File: config.mk
export PLATFORM = sky130hd
export DESIGN_NAME = lsu_stage_flat
export DESIGN_NICKNAME = d
export VERILOG_FILES = /design/src/rtl/lsu_stage_pkg.sv /design/src/rtl/lsu_stage_if.sv /design/src/rtl/lsu_align.sv /design/src/rtl/lsu_stage.sv /design/src/flat_wrapper.sv
export SDC_FILE = /design/constraint.sdc
export NUM_CORES = 1
export LEC_CHECK = 0
export BUFFER_PORTS_ARGS = -buffer_cell sky130_fd_sc_hd__buf_4
export CORE_AREA = 2 2 190 192
export DETAILED_ROUTE_END_ITERATION = 12
export DIE_AREA = 0 0 192 194
export GPL_ROUTABILITY_DRIVEN = 0
export HOLD_SLACK_MARGIN = 0.03
export SLEW_MARGIN = 10
export SYNTH_ARGS = -nofsm -noshare
export SYNTH_HDL_FRONTEND = slang
export SYNTH_HIERARCHICAL = 1
export SYNTH_SLANG_ARGS = --single-unit
File: constraint.sdc
create_clock -name clk -period 8.7 [get_ports clk]
set_input_delay 0.435 -clock clk [delete_from_list [all_inputs] [get_ports clk]]
set_output_delay 0.435 -clock clk [all_outputs]
set_load 0.01 [all_outputs]
File: src/rtl/lsu_stage_pkg.sv
// Shared LSU definitions: datapath widths, access-size and FSM state encodings,
// and the size-alignment helper used by the optional misalignment trap.
package lsu_stage_pkg;

    localparam int XLEN = 64;
    localparam int RD_W = 5;

    typedef enum logic [1:0] {
        SZ_B = 2'b00,
        SZ_H = 2'b01,
        SZ_W = 2'b10,
        SZ_D = 2'b11
    } mem_size_e;

    typedef enum logic [1:0] {
        ST_IDLE = 2'b00,
        ST_REQ  = 2'b01,
        ST_WAIT = 2'b10,
        ST_DONE = 2'b11
    } lsu_state_e;

    // True when the low address bits are not a multiple of the access size.
    function automatic logic is_misaligned(input mem_size_e sz, input logic [2:0] lo);
        logic r;
        unique case (sz)
            SZ_H:    r = lo[0];
            SZ_W:    r = |lo[1:0];
            SZ_D:    r = |lo;
            default: r = 1'b0;
        endcase
        return r;
    endfunction

endpackage

File: src/rtl/lsu_stage_if.sv
// Handshake and bus bundle of the LSU stage: upstream op, memory bus, writeback.
// The slave modport is the stage itself; master is the surrounding pipeline/bus.
interface lsu_stage_if;
    import lsu_stage_pkg::*;

    logic            in_valid;
    logic            in_ready;
    logic [XLEN-1:0] alu_result;
    logic [XLEN-1:0] ram_addr;
    logic [XLEN-1:0] st_data;
    logic            mem_rd;
    logic            mem_wr;
    logic [1:0]      mem_size;
    logic            mem_uns;
    logic [RD_W-1:0] rd;
    logic            rd_wen;

    logic            bus_req;
    logic            bus_we;
    logic [XLEN-1:0] bus_addr;
    logic [63:0]     bus_wdata;
    logic [7:0]      bus_wmask;
    logic            bus_gnt;
    logic            bus_rvalid;
    logic [63:0]     bus_rdata;

    logic            out_valid;
    logic            out_ready;
    logic [XLEN-1:0] wb_data;
    logic [RD_W-1:0] wb_rd;
    logic            wb_wen;
    logic            lsu_exc;

    modport slave (
        input  in_valid, alu_result, ram_addr, st_data, mem_rd, mem_wr,
               mem_size, mem_uns, rd, rd_wen,
        output in_ready,
        output bus_req, bus_we, bus_addr, bus_wdata, bus_wmask,
        input  bus_gnt, bus_rvalid, bus_rdata,
        output out_valid, wb_data, wb_rd, wb_wen, lsu_exc,
        input  out_ready
    );

    modport master (
        output in_valid, alu_result, ram_addr, st_data, mem_rd, mem_wr,
               mem_size, mem_uns, rd, rd_wen,
        input  in_ready,
        input  bus_req, bus_we, bus_addr, bus_wdata, bus_wmask,
        output bus_gnt, bus_rvalid, bus_rdata,
        input  out_valid, wb_data, wb_rd, wb_wen, lsu_exc,
        output out_ready
    );

endinterface

File: src/rtl/lsu_align.sv
// Byte-lane alignment: store data/mask placement within a doubleword and
// load extraction with sign/zero extension. Purely combinational.
module lsu_align
    import lsu_stage_pkg::*;
(
    input  logic [2:0]  i_addr_lo,
    input  mem_size_e   i_size,
    input  logic        i_uns,
    input  logic [63:0] i_st_data,
    input  logic [63:0] i_rdata,
    output logic [63:0] o_wdata,
    output logic [7:0]  o_wmask,
    output logic [63:0] o_ld_data
);

    logic [5:0]  w_shamt;
    logic [63:0] w_rshift;
    logic [7:0]  w_base_mask;
    logic        w_sext;

    assign w_shamt  = {i_addr_lo, 3'b000};
    assign o_wdata  = i_st_data << w_shamt;
    assign w_rshift = i_rdata >> w_shamt;
    assign w_sext   = ~i_uns;
    assign o_wmask  = w_base_mask << i_addr_lo;

    always_comb begin
        w_base_mask = 8'h01;
        o_ld_data   = '0;
        unique case (i_size)
            SZ_B: begin
                w_base_mask = 8'h01;
                o_ld_data   = {{56{w_sext & w_rshift[7]}}, w_rshift[7:0]};
            end
            SZ_H: begin
                w_base_mask = 8'h03;
                o_ld_data   = {{48{w_sext & w_rshift[15]}}, w_rshift[15:0]};
            end
            SZ_W: begin
                w_base_mask = 8'h0F;
                o_ld_data   = {{32{w_sext & w_rshift[31]}}, w_rshift[31:0]};
            end
            SZ_D: begin
                w_base_mask = 8'hFF;
                o_ld_data   = w_rshift;
            end
        endcase
    end

endmodule

File: src/rtl/lsu_stage.sv
// LSU pipeline stage: one bus transaction per load/store, pass-through for other ops.
// Define LSU_MISALIGN_CHECK_EN to trap size-misaligned accesses instead of issuing them.
module lsu_stage
    import lsu_stage_pkg::*;
(
    input  logic       clk,
    input  logic       rst,
    lsu_stage_if.slave lsu
);

    lsu_state_e      r_state;
    logic [XLEN-1:0] r_addr;
    logic [63:0]     r_st_data;
    mem_size_e       r_size;
    logic            r_uns;
    logic            r_is_st;
    logic            r_rd_wen;
    logic            r_bus_req;
    logic            r_out_valid;
    logic            r_wb_wen;
    logic            r_lsu_exc;
    logic [XLEN-1:0] r_wb_data;
    logic [RD_W-1:0] r_wb_rd;

    logic            w_is_mem;
    logic            w_resp;
    logic [63:0]     w_wdata;
    logic [7:0]      w_wmask;
    logic [63:0]     w_ld_data;

    assign w_is_mem = lsu.mem_rd || lsu.mem_wr;

    // A response completes the access either after the grant or together with it.
    assign w_resp = lsu.bus_rvalid &&
                    ((r_state == ST_WAIT) || (r_state == ST_REQ && lsu.bus_gnt));

    lsu_align u_align (
        .i_addr_lo (r_addr[2:0]),
        .i_size    (r_size),
        .i_uns     (r_uns),
        .i_st_data (r_st_data),
        .i_rdata   (lsu.bus_rdata),
        .o_wdata   (w_wdata),
        .o_wmask   (w_wmask),
        .o_ld_data (w_ld_data)
    );

    always_ff @(posedge clk) begin
        if (rst) begin
            r_state     <= ST_IDLE;
            r_bus_req   <= 1'b0;
            r_out_valid <= 1'b0;
            r_wb_wen    <= 1'b0;
            r_lsu_exc   <= 1'b0;
            r_wb_data   <= '0;
            r_wb_rd     <= '0;
        end else begin
            unique case (r_state)
                ST_IDLE: begin
                    if (lsu.in_valid) begin
                        r_addr    <= lsu.ram_addr;
                        r_st_data <= lsu.st_data;
                        r_size    <= mem_size_e'(lsu.mem_size);
                        r_uns     <= lsu.mem_uns;
                        r_is_st   <= lsu.mem_wr;
                        r_rd_wen  <= lsu.rd_wen;
                        r_wb_rd   <= lsu.rd;
                        r_lsu_exc <= 1'b0;
                        if (!w_is_mem) begin
                            r_wb_data   <= lsu.alu_result;
                            r_wb_wen    <= lsu.rd_wen;
                            r_out_valid <= 1'b1;
                            r_state     <= ST_DONE;
                        end
`ifdef LSU_MISALIGN_CHECK_EN
                        else if (is_misaligned(mem_size_e'(lsu.mem_size), lsu.ram_addr[2:0])) begin
                            r_wb_data   <= lsu.ram_addr;
                            r_wb_wen    <= 1'b0;
                            r_lsu_exc   <= 1'b1;
                            r_out_valid <= 1'b1;
                            r_state     <= ST_DONE;
                        end
`endif
                        else begin
                            r_bus_req <= 1'b1;
                            r_state   <= ST_REQ;
                        end
                    end
                end
                ST_REQ: begin
                    if (lsu.bus_gnt) begin
                        r_bus_req <= 1'b0;
                        r_state   <= lsu.bus_rvalid ? ST_DONE : ST_WAIT;
                    end
                end
                ST_WAIT: begin
                    if (lsu.bus_rvalid) begin
                        r_state <= ST_DONE;
                    end
                end
                ST_DONE: begin
                    if (lsu.out_ready) begin
                        r_out_valid <= 1'b0;
                        r_state     <= ST_IDLE;
                    end
                end
            endcase

            // Stores complete with an ack only; loads capture the aligned read data.
            if (w_resp) begin
                r_wb_data   <= r_is_st ? '0 : w_ld_data;
                r_wb_wen    <= r_is_st ? 1'b0 : r_rd_wen;
                r_out_valid <= 1'b1;
            end
        end
    end

    assign lsu.in_ready  = (r_state == ST_IDLE);
    assign lsu.bus_req   = r_bus_req;
    assign lsu.bus_we    = r_is_st;
    assign lsu.bus_addr  = {r_addr[XLEN-1:3], 3'b000};
    assign lsu.bus_wdata = w_wdata;
    assign lsu.bus_wmask = w_wmask;
    assign lsu.out_valid = r_out_valid;
    assign lsu.wb_data   = r_wb_data;
    assign lsu.wb_rd     = r_wb_rd;
    assign lsu.wb_wen    = r_wb_wen;
    assign lsu.lsu_exc   = r_lsu_exc;

endmodule
File: src/flat_wrapper.sv
// flat-port wrapper written by rule: the top's interface ports become plain ports
module lsu_stage_flat import lsu_stage_pkg::*;
  (clk, rst, lsu_in_valid, lsu_alu_result, lsu_ram_addr, lsu_st_data, lsu_mem_rd, lsu_mem_wr, lsu_mem_size, lsu_mem_uns, lsu_rd, lsu_rd_wen, lsu_in_ready, lsu_bus_req, lsu_bus_we, lsu_bus_addr, lsu_bus_wdata, lsu_bus_wmask, lsu_bus_gnt, lsu_bus_rvalid, lsu_bus_rdata, lsu_out_valid, lsu_wb_data, lsu_wb_rd, lsu_wb_wen, lsu_lsu_exc, lsu_out_ready);
  lsu_stage_if lsu_i ();
  input  logic clk;
  input  logic rst;
  input wire logic [$bits(lsu_i.in_valid)-1:0] lsu_in_valid;
  input wire logic [$bits(lsu_i.alu_result)-1:0] lsu_alu_result;
  input wire logic [$bits(lsu_i.ram_addr)-1:0] lsu_ram_addr;
  input wire logic [$bits(lsu_i.st_data)-1:0] lsu_st_data;
  input wire logic [$bits(lsu_i.mem_rd)-1:0] lsu_mem_rd;
  input wire logic [$bits(lsu_i.mem_wr)-1:0] lsu_mem_wr;
  input wire logic [$bits(lsu_i.mem_size)-1:0] lsu_mem_size;
  input wire logic [$bits(lsu_i.mem_uns)-1:0] lsu_mem_uns;
  input wire logic [$bits(lsu_i.rd)-1:0] lsu_rd;
  input wire logic [$bits(lsu_i.rd_wen)-1:0] lsu_rd_wen;
  output wire logic [$bits(lsu_i.in_ready)-1:0] lsu_in_ready;
  output wire logic [$bits(lsu_i.bus_req)-1:0] lsu_bus_req;
  output wire logic [$bits(lsu_i.bus_we)-1:0] lsu_bus_we;
  output wire logic [$bits(lsu_i.bus_addr)-1:0] lsu_bus_addr;
  output wire logic [$bits(lsu_i.bus_wdata)-1:0] lsu_bus_wdata;
  output wire logic [$bits(lsu_i.bus_wmask)-1:0] lsu_bus_wmask;
  input wire logic [$bits(lsu_i.bus_gnt)-1:0] lsu_bus_gnt;
  input wire logic [$bits(lsu_i.bus_rvalid)-1:0] lsu_bus_rvalid;
  input wire logic [$bits(lsu_i.bus_rdata)-1:0] lsu_bus_rdata;
  output wire logic [$bits(lsu_i.out_valid)-1:0] lsu_out_valid;
  output wire logic [$bits(lsu_i.wb_data)-1:0] lsu_wb_data;
  output wire logic [$bits(lsu_i.wb_rd)-1:0] lsu_wb_rd;
  output wire logic [$bits(lsu_i.wb_wen)-1:0] lsu_wb_wen;
  output wire logic [$bits(lsu_i.lsu_exc)-1:0] lsu_lsu_exc;
  input wire logic [$bits(lsu_i.out_ready)-1:0] lsu_out_ready;
  assign lsu_i.in_valid = lsu_in_valid;
  assign lsu_i.alu_result = lsu_alu_result;
  assign lsu_i.ram_addr = lsu_ram_addr;
  assign lsu_i.st_data = lsu_st_data;
  assign lsu_i.mem_rd = lsu_mem_rd;
  assign lsu_i.mem_wr = lsu_mem_wr;
  assign lsu_i.mem_size = lsu_mem_size;
  assign lsu_i.mem_uns = lsu_mem_uns;
  assign lsu_i.rd = lsu_rd;
  assign lsu_i.rd_wen = lsu_rd_wen;
  assign lsu_in_ready = lsu_i.in_ready;
  assign lsu_bus_req = lsu_i.bus_req;
  assign lsu_bus_we = lsu_i.bus_we;
  assign lsu_bus_addr = lsu_i.bus_addr;
  assign lsu_bus_wdata = lsu_i.bus_wdata;
  assign lsu_bus_wmask = lsu_i.bus_wmask;
  assign lsu_i.bus_gnt = lsu_bus_gnt;
  assign lsu_i.bus_rvalid = lsu_bus_rvalid;
  assign lsu_i.bus_rdata = lsu_bus_rdata;
  assign lsu_out_valid = lsu_i.out_valid;
  assign lsu_wb_data = lsu_i.wb_data;
  assign lsu_wb_rd = lsu_i.wb_rd;
  assign lsu_wb_wen = lsu_i.wb_wen;
  assign lsu_lsu_exc = lsu_i.lsu_exc;
  assign lsu_i.out_ready = lsu_out_ready;
  lsu_stage u_core (.clk(clk), .rst(rst), .lsu(lsu_i));
endmodule
==> results.txt <==
- The run finished with clean final reports.
- Clock Sink Count: about 210
* Pin count of the biggest net entering global routing: 140
* Area inside the core boundary: between 30000 and 40000 um^2
- Of the total synthesized cell area, the portion taken by full adders, half adders and majority gates is 0.00410.
- Remaining Overflow, GRT: 0
- In this run the critical register-to-register path is launched from u_core/r_state[1].
* CTS H-tree depth: 1
- Final-layout setup total negative slack: 0 ps
- Area added between synthesis and finish: 32.9%
- Final number of max-transition violations: 0
- After synthesis the netlist holds a flip-flop and latch count of about 210.
- Counting distinct cell types in the post-synthesis netlist gives 55.
* Period utilisation layout: 0.423
- Power spread over the standard cell area amounts to between 200 and 250 nW/um^2.
* Max Cap Violations: 0
- In this run, synthesis inferred 133 flip-flops with an integrated enable.
- Die footprint: 37200 um^2
* Worst slack on hold paths: 70.9 ps
- Antenna viol nets, final: 0
- Deepest clock path buffer count: 3
* P_leak: 6.69 nW
* Internal reg-to-reg setup slack: ~5300 ps
- Wire per inst: 22.5 um
* Mux share of post-synthesis cell area: 0.201
- Summing over every cut layer, the via total after detailed routing is approximately 10000.
- The first detailed-routing pass ran for 5 iterations.
- The number of global-route vias before repair was 10500.
* Standard-cell row count: ~70
- The worst setup path is captured at an output pin.
* Count of boundary I/O pins: 484
- For this run, the total global-route usage over all layers was measured as 0.225.
* Period minus WS final: 3680 ps
- The later pin in the worst-skew pair is clocked with a latency of between 500 and 600 ps.
- Largest family of logic cells by synthesized area: multiplexers
- Root cell of the clock tree: sky130_fd_sc_hd__clkbuf_16
* CP startpoint kind: flop
- Compound-Gate Fraction of Synth Area: 0.151
- The first global-routing pass estimated between 60000 and 70000 um of wire.
- Of the total synthesized cell area, the portion taken by AND, OR, NAND and NOR gates is 0.106.
- Count of endpoints failing setup in the final report: 0
* Sequential-to-total area share from yosys stat: 0.449
- Capture point of the worst reg-to-reg path: u_core/r_addr[10]
* Worst endpoint required time: 8270 ps
- Cts hold-fix bufs: 0
- Of all nets on the critical path, the largest fanout is 62.
- For this run, the top clock speed supported by timing is between 0.2 and 0.3 GHz.
- Clock-pin slew was measured on the worst setup and hold paths at about 60 ps.
- Setup slack closes at 5020 ps.
* Type of the setup path with the least slack: flop to output pin
- In the final design database the tool counted 1735 nets.
* Via density per instance: ~5.2
- In this run the mean area of a mapped cell was about 11 um^2.
- Once layout is complete, the cells apart from fillers number ~1900.
- Most area-consuming cells after synthesis: sky130_fd_sc_hd__edfxtp_1 (33%), sky130_fd_sc_hd__dfxtp_1 (12%), sky130_fd_sc_hd__mux2i_1 (11%), sky130_fd_sc_hd__mux4_2 (5.9%), sky130_fd_sc_hd__a211oi_1 (4.2%)
* Worst-Margin Slew: ~1100 ps
- Worst relative slew slack: 0.264
- Total Power: 0.00350 W
* Post-synthesis instance total: 1100
* Half-perimeter wire length after detailed placement: between 30000 and 40000 um
- Portion of synthesized cell area occupied by the leading cell type: 0.327
- Wire length reported by the detailed router: between 40000 and 50000 um
- The cell area that synthesis handed to floorplanning was around 12000 um^2.
- The number of placed instances, taps included, is about 1900.
- Worst setup path start: u_core/r_addr[2]
* Clock tree from TritonCTS: built
- Proportion of layout cells with a drive suffix above 1: 0.441
* Critical path capture point: lsu_bus_wdata[14]
- After detailed routing, the number of remaining DRC violations is 0.
- Of all cell types, the one taking the most synthesized area is sky130_fd_sc_hd__edfxtp_1.
- For this block, the initial DRC count from the detailed router was around 570.
* Depth of the worst register-to-register path: 6
- Counting flops with an async set or reset pin after synthesis yields a share of 0.
* Initial core utilization: 0.346
- The initial antenna violation count is 1.
* Maximum vdd drop: 0.157 mV
- The most used flip-flop cell after synthesis is sky130_fd_sc_hd__edfxtp_1.
- Counting the buffers created by CTS gives 24.
- Leading post-synthesis cells by instance count: sky130_fd_sc_hd__edfxtp_1 (133), sky130_fd_sc_hd__mux2i_1 (133), sky130_fd_sc_hd__a21oi_1 (100)
- RSZ-0062 raised after global routing: no
* Postcts setup bufs: 0
* Post-place setup slack: ~5300 ps
* XOR/XNOR Fraction of Synth Area: 0
- Die outline width: about 190 um
* Path class of the lowest-slack min-delay path: input port to flop
- The count of final hold-check violations is 0.
- Input and output buffers added on the ports amount to around 480.
- Worst clock skew: approximately 13 ps
- Warnings, synthesis: 6
- Once the clock tree was built, the resizer swapped 0 gates to a different size.
- At the worst endpoint, the arrival time is ~3200 ps.
- Vertical die dimension: approximately 190 um
[worst min path at each step]
| stage | end | from | cells after the start | slack (ps) |
|---|---|---|---|---|
| floorplan | u_core/lsu.wb_rd[0] | u_core/lsu.wb_rd[0] | 2 | 480 |
| global placement | u_core/lsu.wb_rd[2] | u_core/lsu.wb_rd[2] | 2 | 450 |
| detailed placement | u_core/lsu.wb_rd[4] | u_core/lsu.wb_rd[4] | 2 | 460 |
| CTS | u_core/r_st_data[29] | lsu_st_data[29] | 1 | 50 |
| global route | u_core/r_st_data[63] | lsu_st_data[63] | 1 | 40 |
| finish | u_core/r_st_data[13] | lsu_st_data[13] | 1 | 70 |
[registers in the layout, summed over array words and instances (netlist names), 2 cells and up]
name                flops
u_core/lsu.wb_data     64
u_core/r_st_data       64
u_core/r_state          2
u_core/r_size           2
u_core/r_addr          64
u_core/lsu.wb_rd        5
[through the flow]
step	utilization	area [um^2]
6_report	0.460	16200
5_1_grt	0.460	16200
4_1_cts	0.460	16200
3_5_place_dp	0.439	15500
3_3_place_gp	0.439	15500
2_1_floorplan	-	12200
[layout by cell type (no fill, tap or decap), types with 5 or more instances in the layout]
| master | Yosys | routed |
|---|---|---|
| sky130_fd_sc_hd__a211o_1 | 6 | 6 |
| sky130_fd_sc_hd__a211oi_1 | 68 | 68 |
| sky130_fd_sc_hd__a21oi_1 | 100 | 100 |
| sky130_fd_sc_hd__a31oi_1 | 6 | 6 |
| sky130_fd_sc_hd__and2_1 | 29 | 29 |
| sky130_fd_sc_hd__buf_4 | 68 | 493 |
| sky130_fd_sc_hd__clkbuf_1 | 45 | 5 |
| sky130_fd_sc_hd__clkbuf_16 | 0 | 24 |
| sky130_fd_sc_hd__dfxtp_1 | 74 | 74 |
| sky130_fd_sc_hd__edfxtp_1 | 133 | 133 |
| sky130_fd_sc_hd__mux2_2 | 36 | 36 |
| sky130_fd_sc_hd__mux2i_1 | 133 | 133 |
| sky130_fd_sc_hd__mux4_2 | 32 | 32 |
| sky130_fd_sc_hd__nand2_1 | 94 | 94 |
| sky130_fd_sc_hd__nand4_2 | 25 | 25 |
| sky130_fd_sc_hd__nor2_1 | 58 | 57 |
| sky130_fd_sc_hd__nor2b_1 | 15 | 13 |
| sky130_fd_sc_hd__o2111ai_1 | 7 | 7 |
| sky130_fd_sc_hd__o211ai_2 | 14 | 14 |
| sky130_fd_sc_hd__o21ai_0 | 34 | 34 |
| sky130_fd_sc_hd__o22ai_1 | 9 | 9 |
| sky130_fd_sc_hd__o2bb2ai_1 | 14 | 14 |
[final cells by class]
cell class	instances	area (um^2)
clock inverters	14	116
fillers	3336	19000
repair buffers	495	3730
well taps	461	577
inverters	7	26.3
multi-input cells	723	5670
diodes	1	2.50
clock buffers	29	619
flip-flops and latches	207	5480
[power by group]
part	total [W]	internal, W	switching (W)
logic	0.00123	0.000572	0.000660
registers	0.00132	0.00123	0.0000852
clock network	0.000956	0.000539	0.000417
total	0.00350	0.00234	0.00116
[critical path: stages, from the launching register on]
cell                       delay (ps)
sky130_fd_sc_hd__edfxtp_1         360
sky130_fd_sc_hd__buf_4            380
sky130_fd_sc_hd__inv_2            530
sky130_fd_sc_hd__buf_4            440
sky130_fd_sc_hd__nand2_1          450
sky130_fd_sc_hd__nor2_1           330
sky130_fd_sc_hd__buf_4            190
[logic make-up (layout without fill, tap and decap cells)]
kind of cell / count (synthesis) / count (layout)
fa+ha+maj: 4 / 4
other cells: 1 / 5
simple gates: 238 / 238
mux: 201 / 201
compound gates: 276 / 276
flops: 207 / 207
buf+inv: 173 / 545
[layer usage]
layer / GRT usage / wire length [um] / vias to the layer above
li1: - / - / 4791
met2: 0.403 / 22100 / 438
met3: 0.0648 / 3980 / 65
met1: 0.253 / 16100 / 4833
met4: 0.0766 / 1330 / 0
met5: 0 / 0 / -
(Power assumes the default switching activity.)
